<file path="config.mk">
export PLATFORM = sky130hd
export DESIGN_NAME = viol_monitor_flat
export DESIGN_NICKNAME = d
export VERILOG_FILES = /design/src/rtl/viol_monitor_if.sv /design/src/rtl/viol_monitor.sv /design/src/flat_wrapper.sv
export SDC_FILE = /design/constraint.sdc
export NUM_CORES = 1
export LEC_CHECK = 0
export ABC_AREA = 1
export CAP_MARGIN = 20
export CORE_MARGIN = 10
export CORE_UTILIZATION = 51
export CTS_BUF_LIST = sky130_fd_sc_hd__clkbuf_8 sky130_fd_sc_hd__clkbuf_16
export CTS_CLUSTER_DIAMETER = 120
export DETAILED_ROUTE_END_ITERATION = 8
export PLACE_DENSITY = 0.72
export SYNTH_ARGS = -nofsm -noshare
export SYNTH_HDL_FRONTEND = slang
export SYNTH_SLANG_ARGS = --single-unit
export TNS_END_PERCENT = 50
</file>
<file path="constraint.sdc">
create_clock -name CK -period 1.65 [get_ports CK]
set_clock_uncertainty 0.2 [all_clocks]
set_input_delay 0.33 -clock CK [delete_from_list [all_inputs] [get_ports CK]]
set_output_delay 0.33 -clock CK [all_outputs]
set_load 0.02 [all_outputs]
</file>
<file path="src/rtl/viol_monitor_if.sv">
// Notifier inputs, clear, and the 4-phase read/status bundle for viol_monitor.
// The bench drives through master; the monitor consumes through slave.
interface viol_monitor_if #(
  parameter int N_SRC = 8,
  parameter int CNT_W = 8,
  parameter int SEL_W = 3
);
  logic [N_SRC-1:0] NR;
  logic             CLR;
  logic             RD_REQ;
  logic [SEL_W-1:0] RD_SEL;
  logic             RD_ACK;
  logic [CNT_W-1:0] RD_DATA;
  logic             FLAG;
  logic [SEL_W-1:0] FIRST;
  logic             FIRST_VLD;

  modport master (
    output NR, CLR, RD_REQ, RD_SEL,
    input  RD_ACK, RD_DATA, FLAG, FIRST, FIRST_VLD
  );

  modport slave (
    input  NR, CLR, RD_REQ, RD_SEL,
    output RD_ACK, RD_DATA, FLAG, FIRST, FIRST_VLD
  );
endinterface

</file>
<file path="src/rtl/viol_monitor.sv">
// Timing-violation notifier monitor: per-source toggle sync/detect and saturating
// counters, sticky FLAG / first-source capture, and a 4-phase register read port.

// One notifier source: 3-flop sync, toggle detect, saturating counter.
module viol_lane #(
  parameter int CNT_W = 8
) (
  input  logic             CK,
  input  logic             RN,
  input  logic             nr,
  input  logic             base_ld,
  input  logic             clr,
  output logic             ev,
  output logic [CNT_W-1:0] cnt
);
  // sync_q[0]=s1, [1]=s2, [2]=s3
  logic [2:0]       sync_q, sync_d;
  logic [CNT_W-1:0] cnt_q, cnt_d;

  always_comb begin
    // Baseline load fills the whole chain so the first sample never looks like a toggle.
    sync_d = base_ld ? {3{nr}} : {sync_q[1:0], nr};
    ev     = sync_q[1] ^ sync_q[2];
    cnt_d  = cnt_q;
    if (clr)
      cnt_d = '0;
    else if (ev && (cnt_q != {CNT_W{1'b1}}))
      cnt_d = cnt_q + CNT_W'(1);
  end

  always_ff @(posedge CK or negedge RN) begin
    if (!RN) begin
      sync_q <= '0;
      cnt_q  <= '0;
    end else begin
      sync_q <= sync_d;
      cnt_q  <= cnt_d;
    end
  end

  assign cnt = cnt_q;
endmodule

module viol_monitor #(
  parameter int N_SRC = 8,
  parameter int CNT_W = 8,
  parameter int SEL_W = 3
) (
  input  logic          CK,
  input  logic          RN,
  viol_monitor_if.slave bus
);
  typedef enum logic [1:0] {IDLE = 2'd0, ACK = 2'd1, WAIT = 2'd2} rd_state_e;

  typedef struct packed {
    logic             ack;
    logic [CNT_W-1:0] data;
  } rd_rsp_t;

  logic                        base_q, base_d;
  logic [N_SRC-1:0]            ev;
  logic [N_SRC-1:0][CNT_W-1:0] cnt;

  logic                        flag_q, flag_d;
  logic [SEL_W-1:0]            first_q, first_d;
  logic                        first_vld_q, first_vld_d;
  logic [SEL_W-1:0]            first_idx;

  rd_state_e                   state_q, state_d;
  rd_rsp_t                     rsp_q, rsp_d;
  logic [CNT_W-1:0]            rd_mux;

  generate
    for (genvar g = 0; g < N_SRC; g++) begin : g_lane
      viol_lane #(.CNT_W(CNT_W)) u_lane (
        .CK      (CK),
        .RN      (RN),
        .nr      (bus.NR[g]),
        .base_ld (!base_q),
        .clr     (bus.CLR),
        .ev      (ev[g]),
        .cnt     (cnt[g])
      );
    end
  endgenerate

  always_comb begin : c_evt
    base_d    = 1'b1;
    first_idx = '0;
    // Descending scan leaves the lowest firing index.
    for (int i = N_SRC - 1; i >= 0; i--)
      if (ev[i]) first_idx = SEL_W'(i);

    flag_d      = flag_q;
    first_d     = first_q;
    first_vld_d = first_vld_q;
    if (bus.CLR) begin
      flag_d      = 1'b0;
      first_d     = '0;
      first_vld_d = 1'b0;
    end else if (|ev) begin
      flag_d = 1'b1;
      if (!first_vld_q) begin
        first_d     = first_idx;
        first_vld_d = 1'b1;
      end
    end
  end

  always_comb begin : c_rd
    // Out-of-range selects match no lane and read as zero.
    rd_mux = '0;
    for (int i = 0; i < N_SRC; i++)
      if (bus.RD_SEL == SEL_W'(i)) rd_mux = cnt[i];

    state_d = state_q;
    rsp_d   = rsp_q;
    case (state_q)
      IDLE: if (bus.RD_REQ) begin
        state_d = ACK;
        rsp_d   = '{ack: 1'b1, data: rd_mux};
      end
      ACK: if (!bus.RD_REQ) begin
        state_d = IDLE;
        rsp_d   = '0;
      end
      default: begin
        state_d = IDLE;
        rsp_d   = '0;
      end
    endcase
  end

  always_ff @(posedge CK or negedge RN) begin
    if (!RN) begin
      base_q      <= 1'b0;
      flag_q      <= 1'b0;
      first_q     <= '0;
      first_vld_q <= 1'b0;
      state_q     <= IDLE;
      rsp_q       <= '0;
    end else begin
      base_q      <= base_d;
      flag_q      <= flag_d;
      first_q     <= first_d;
      first_vld_q <= first_vld_d;
      state_q     <= state_d;
      rsp_q       <= rsp_d;
    end
  end

  assign bus.RD_ACK    = rsp_q.ack;
  assign bus.RD_DATA   = rsp_q.data;
  assign bus.FLAG      = flag_q;
  assign bus.FIRST     = first_q;
  assign bus.FIRST_VLD = first_vld_q;
endmodule

</file>
<file path="src/flat_wrapper.sv">
// flat-port wrapper written by rule: the top's interface ports become plain ports
module viol_monitor_flat 
#(
  parameter int N_SRC = 8,
  parameter int CNT_W = 8,
  parameter int SEL_W = 3
)
  (CK, RN, bus_NR, bus_CLR, bus_RD_REQ, bus_RD_SEL, bus_RD_ACK, bus_RD_DATA, bus_FLAG, bus_FIRST, bus_FIRST_VLD);
  viol_monitor_if #(.N_SRC(N_SRC), .CNT_W(CNT_W), .SEL_W(SEL_W)) bus_i ();
  input  logic CK;
  input  logic RN;
  input wire logic [$bits(bus_i.NR)-1:0] bus_NR;
  input wire logic [$bits(bus_i.CLR)-1:0] bus_CLR;
  input wire logic [$bits(bus_i.RD_REQ)-1:0] bus_RD_REQ;
  input wire logic [$bits(bus_i.RD_SEL)-1:0] bus_RD_SEL;
  output wire logic [$bits(bus_i.RD_ACK)-1:0] bus_RD_ACK;
  output wire logic [$bits(bus_i.RD_DATA)-1:0] bus_RD_DATA;
  output wire logic [$bits(bus_i.FLAG)-1:0] bus_FLAG;
  output wire logic [$bits(bus_i.FIRST)-1:0] bus_FIRST;
  output wire logic [$bits(bus_i.FIRST_VLD)-1:0] bus_FIRST_VLD;
  assign bus_i.NR = bus_NR;
  assign bus_i.CLR = bus_CLR;
  assign bus_i.RD_REQ = bus_RD_REQ;
  assign bus_i.RD_SEL = bus_RD_SEL;
  assign bus_RD_ACK = bus_i.RD_ACK;
  assign bus_RD_DATA = bus_i.RD_DATA;
  assign bus_FLAG = bus_i.FLAG;
  assign bus_FIRST = bus_i.FIRST;
  assign bus_FIRST_VLD = bus_i.FIRST_VLD;
  viol_monitor #(.N_SRC(N_SRC), .CNT_W(CNT_W), .SEL_W(SEL_W)) u_core (.CK(CK), .RN(RN), .bus(bus_i));
endmodule
</file>
* Yosys cells after proc, flatten, opt, wreduce, memory -nomap -nowiden *
Cells that the tools add are included.

storage, ports and cells
  bits in registers = 104
  input bits = 15
  logic and storage cells = 130
  output and inout port bits = 14

operators by class
  multiplexer cells = 51
  equal/unequal tests = 19
  bitwise operators = 8
  $add $sub $neg = 8
  reduce and logical (&&, ||, !) cells = 22

operators by type and width
  kind                                                              number
  8-bit 2-to-1 mux                                                  24
  8-bit by 1-bit adder with 8-bit output (second input constant)    8
  8-bit != test (second input constant)                             8
  3-bit 2-to-1 mux                                                  19
  9-bit 2-to-1 mux                                                  2
  9-bit one-hot mux with 2 select lines                             1
  2-bit nonzero test                                                9
  3-bit == test (second input constant)                             4
  1-bit logical AND                                                 8
  8-bit OR reduction                                                1
  1-bit XOR                                                         8
  3-bit by 2-bit == test with 1-bit output (second input constant)  2
  2-bit != test (second input constant)                             3
  2-bit 2-to-1 mux                                                  2
  2-bit one-hot mux with 2 select lines                             1
  2-bit AND reduction                                               2
  3-bit by 1-bit == test with 1-bit output (second input constant)  1
  3-bit logical NOT                                                 1
  2-bit by 1-bit == test with 1-bit output (second input constant)  1
  2-bit logical NOT                                                 1
  1-bit 2-to-1 mux                                                  2

* Longest topological paths before layout *
  word-level depth = 12
  depth in mapped cells = 11
  depth with buffers taken out = 11

* Cells and area by module *
Synthesis repeated with hierarchy kept, for this count alone.

unflattened totals
  cell total of the unflattened synthesis = 890
  area total of the unflattened synthesis = 6441.2 sq um

modules (own cells, without submodules)
  module        times used  cells an instance  area an instance (sq um)  sequential area each (sq um)
  viol_lane     8           84                 640.6                     275.3
  viol_monitor  1           218                1316.3                    350.3

* Worst setup path before layout *
Ideal clock, no wire load.

  path type = reg2reg
  start point = register u_core.g_lane[0].u_lane.cnt_q[0]
  end point = register u_core.g_lane[0].u_lane.cnt_q[2]
  setup time = 119 ps
  required time = 1331 ps
  slack = -43 ps
  path buffers = 0
  clock period less this slack = 1693 ps
  stages on the path, launching flop included = 10
  arrival time = 1374 ps
  path through = dfrtp_1 -> ha_1 -> nand3_2 -> nor2_2 -> nand2_2 -> nor2_2 -> nor2_2 -> nand3_1 -> nand2_1 -> nor2_1

on the way
  longest elaborated chain between the ends = 3
  elaborated cells on any way between the ends = 6
  classes of those cells = 1 x add/sub; 1 x eq/ne; 2 x mux; 2 x reduce/logical

RTL lines
  what                                                                            line                                    text
  start, declared                                                                 viol_monitor.sv:18                      logic [CNT_W-1:0] cnt_q, cnt_d;
  start signal, assigned                                                          viol_monitor.sv:37                      cnt_q <= cnt_d;
  8-bit by 1-bit adder with 8-bit output / 8-bit != test (equally long branches)  viol_monitor.sv:28, viol_monitor.sv:27
  8-bit 2-to-1 mux / 1-bit logical AND (equally long branches)                    viol_monitor.sv:27                      else if (ev && (cnt_q != {CNT_W{1'b1}}))
  8-bit 2-to-1 mux / 2-bit nonzero test (equally long branches)                   --

Parallel ways exist; a longest one is shown, timed or not. The select of a mux whose other input is x is not followed.
A chain may end at the register's enable or synchronous reset.

* Final worst setup path *
  start point = register u_core.g_lane[2].u_lane.cnt_q[1]
  end point = register u_core.g_lane[2].u_lane.cnt_q[1]

on the way
  longest elaborated chain between the ends = 3
  elaborated cells on any way between the ends = 6
  classes of those cells = 1 x add/sub; 1 x eq/ne; 2 x mux; 2 x reduce/logical

RTL lines
  what                                                                            line
  start, declared                                                                 viol_monitor.sv:18
  start signal, assigned                                                          viol_monitor.sv:37
  8-bit by 1-bit adder with 8-bit output / 8-bit != test (equally long branches)  viol_monitor.sv:28, viol_monitor.sv:27
  8-bit 2-to-1 mux / 1-bit logical AND (equally long branches)                    viol_monitor.sv:27
  8-bit 2-to-1 mux / 2-bit nonzero test (equally long branches)                   --

Parallel ways exist; a longest one is shown, timed or not. The select of a mux whose other input is x is not followed.

==> run summary <==
result of the run = finished with violations
violations in the final reports = negative setup slack
max frequency = 0.577 GHz
cell count after placement = 965
estimated wirelength of the detail-placed design = 10300 um
Setup crit end kind = flip-flop
vias per cell = 5.42
maximum number of pins on one net before global-route repair = 36
I/O Pins = 29
hold violation count in the final report = 0
worst setup path category = reg2reg
multi-input combinational cell area = 0.00334 mm2
peak supply drop = 0.838 mV
cell chain of the critical path = ha_4 > nand3_4 > nor2_4 > nand2_2 > nor2_4 > nor2_4 > buf_12 > nor2_4 > nand2_1 > nand2_1
Max Fanout on Critical Path = 8
Syn Std Cell Area = 0.00581 mm2
WP data required = 1740 ps
number of cell instances on the worst register-to-register path = 10
count of state elements after synthesis = 102
number of distinct library cell variants in the gate-level netlist after synthesis = 31
worst setup path startpoint = u_core.g_lane[2].u_lane.cnt[1]
critical path capture point = u_core.g_lane[2].u_lane.cnt[1]
core footprint = 0.0110 mm2
final estimated routing congestion in global placement = 0.910
final worst setup slack = -84.5 ps
count of H-tree levels built during CTS = 3
number of cells in the finished layout apart from fillers = 1009
worst reg-to-reg setup slack = -80 ps
area taken by flip-flops and latches = 0.00255 mm2
mean area per synthesized cell = 7.73 um2
average detailed-routed wire length per instance = 15.0 um
initial core utilization = 52.9%
Final #Nets = 887
Layout area overhead = 31.8%
antenna violations before repair = 0
syn nets = 775
sequential fraction of the synthesis area = 43.9%
leading register cell type out of synthesis = sky130_fd_sc_hd__dfrtp_1
Total GRT Usage = 18.0%
Die X-Extent = 127 um
number of buffers created by CTS = 9
post-route setup TNS = -532 ps
Final Slew Violations = 0
setup slack after placement = -482 ps
Largest stage delay, worst path = 390 ps
DIE AREA = 0.0161 mm2
layout cells sized above 1 = 25.7%
count of warnings emitted by yosys = 0
ratio of final minimum period to clock period = 105%
Pwr Density = 804 mW/mm2
final routed DRC violation total = 0
Placement Cell Area = 0.00674 mm2
number of filler instances in the final layout = 835
Worst EP arrival = 1830 ps
Critical R2R Launch = u_core.g_lane[2].u_lane.cnt[1]
share of flip-flops with an asynchronous set or reset = 100%
number of nets with antenna violations after detailed routing = 0
cell mode on critical path = sky130_fd_sc_hd__nor2_4
critical path's slowest cell = sky130_fd_sc_hd__dfrtp_1
total wirelength of the detailed-routed design = 15100 um
diodes inserted = 0
static leakage = 3.65 nW
worst-case hold slack = 194 ps
number of synthesized flops with an enable pin = 0
drt first-iter violations = 529
synthesized netlist cell count = 752
clock insertion delay at the later pin of the skew report = 360 ps
clock net sink count = 102
reg-to-reg endpoint = u_core.g_lane[2].u_lane.cnt[1]
global-route wire length before repair = 24100 um
maximum root-to-sink buffer count = 2
height of the die = 127 um
max capacitance violation total = 0
category of the worst setup path launch point = flip-flop
aggregate global routing overflow = 0
drt first pass iters = 5
time the worst path needs with I/O delays and setup = 1730 ps
Site Rows = 38
via count of the first global-routing pass = 5105
final standard cell area without fillers = 0.00766 mm2
clock transition at the registers of the reported paths = 70 ps
Vias = 5464
type of the worst min-delay path = in2async
number of input and output port buffers inserted = 28
Setup-failing EPs final = 18
setup repair after global routing missed its margin = yes
clock tree from TritonCTS = built
clock root buffer = sky130_fd_sc_hd__clkbuf_16
## how the worst min path moves through the flow
stage                     slack [ps]  start                             end  cells past startpoint
final                            190     RN  u_core.g_lane[1].u_lane.cnt[3]                      2
after floorplan                 -170     RN                   u_core.base_q                      0
after CTS                        190     RN  u_core.g_lane[1].u_lane.cnt[3]                      2
after global placement            30     RN  u_core.g_lane[1].u_lane.cnt[3]                      1
after detailed placement          30     RN  u_core.g_lane[1].u_lane.cnt[3]                      1
after global routing             200     RN  u_core.g_lane[1].u_lane.cnt[4]                      2
## layout by cell type, fill, tap and decap left out, types with 10 or more instances in the layout
master,count
sky130_fd_sc_hd__nand2_1,212
sky130_fd_sc_hd__inv_1,56
sky130_fd_sc_hd__dfrtp_1,102
sky130_fd_sc_hd__clkdlybuf4s50_1,10
sky130_fd_sc_hd__o21ai_1,22
sky130_fd_sc_hd__xor2_1,20
sky130_fd_sc_hd__buf_4,76
sky130_fd_sc_hd__nand3_1,59
sky130_fd_sc_hd__nor2_4,19
sky130_fd_sc_hd__a21oi_1,17
sky130_fd_sc_hd__nand2_2,23
sky130_fd_sc_hd__nor2_1,63
sky130_fd_sc_hd__nand4_1,38
sky130_fd_sc_hd__o21ai_0,10
## registers in the layout, summed over array words and instances, names as in the netlist
| register | count |
|---|---|
| u_core.g_lane.u_lane.cnt | 64 |
| u_core.g_lane.u_lane.sync_q | 24 |
| u_core.bus.RD_DATA | 8 |
| u_core.bus.FIRST | 3 |
| u_core.base_q | 1 |
| u_core.bus.FLAG | 1 |
| u_core.bus.RD_ACK | 1 |
## metal layers
| layer | wire length, um | global-route usage, % | vias to the layer above |
|---|---|---|---|
| met5 | 0 | 0 | - |
| met4 | 242 | 5.02 | 0 |
| met3 | 877 | 5.29 | 20 |
| met2 | 7290 | 29.4 | 169 |
| met1 | 6730 | 22.6 | 2603 |
| li1 | - | - | 2672 |
## synthesized netlist by cell type (5+ instances only)
cell,n,area [um2]
sky130_fd_sc_hd__o21ai_1,21,105
sky130_fd_sc_hd__ha_1,8,100
sky130_fd_sc_hd__buf_2,14,70.1
sky130_fd_sc_hd__nand3_1,67,335
sky130_fd_sc_hd__xor2_1,20,175
sky130_fd_sc_hd__nand2_2,5,31.3
sky130_fd_sc_hd__nor3_1,10,50.1
sky130_fd_sc_hd__nor2_4,5,56.3
sky130_fd_sc_hd__nand2_1,232,871
sky130_fd_sc_hd__nand3b_1,6,45.0
sky130_fd_sc_hd__inv_1,58,218
sky130_fd_sc_hd__xnor2_1,7,61.3
sky130_fd_sc_hd__nor2_1,69,259
sky130_fd_sc_hd__inv_2,7,26.3
sky130_fd_sc_hd__a21oi_1,21,105
sky130_fd_sc_hd__nor2_2,12,75.1
sky130_fd_sc_hd__dfrtp_1,102,2550
sky130_fd_sc_hd__nand4_1,38,238
sky130_fd_sc_hd__o21ai_0,18,90.1
## power by group
group / switching, W / internal [W]
registers: 0.000104 / 0.00262
clock network: 0.000987 / 0.00123
logic: 0.000692 / 0.000522
total: 0.00178 / 0.00438
## kinds of logic after synthesis
group                      after synthesis  synth area share [%]
adders and majority gates                8                  1.72
and+or+nand+nor                        460                  36.8
AOI/OAI and AO/OA                       64                  6.16
other                                    1                0.0645
DFF                                    102                  43.9
xor gates and xnor gates                31                  5.19
buffers and inverters                   86                  6.11
## per-stage QoR
stage          power (W)  utilization, %
3_5_place_dp     0.00376            61.3
2_1_floorplan    0.00329               -
6_report         0.00616            69.8
5_1_grt          0.00645            69.8
4_1_cts          0.00600            65.4
3_3_place_gp     0.00373            61.3
## final cells by class
| type | count | share of cell area (%) |
|---|---|---|
| multi-input combinational | 569 | 43.5 |
| sequential | 102 | 33.3 |
| timing repair buffer | 116 | 13.4 |
| inverter | 65 | 3.31 |
| clock buffer | 10 | 3.12 |
| tap | 140 | 2.29 |
| clock inverter | 6 | 0.914 |
| timing repair inverter | 1 | 0.0653 |
## what timing repair did
action	CTS	global route
hold buffers	1	0
setup endpoints to repair	56	82
gates resized for setup	43	88
buffers inserted	4	17
endpoints found under the hold margin	102	0
pin swaps	8	35
cloned	1	5
## critical path: cells and delay by family (launching register included)
kind	cells	cell delay (ps)
buffers and inverters	1	140
AND/OR/NAND/NOR	8	770
adder cells (fa/ha/maj)	1	170
flip-flops	1	390
Power figures use the tool's default switching activity.
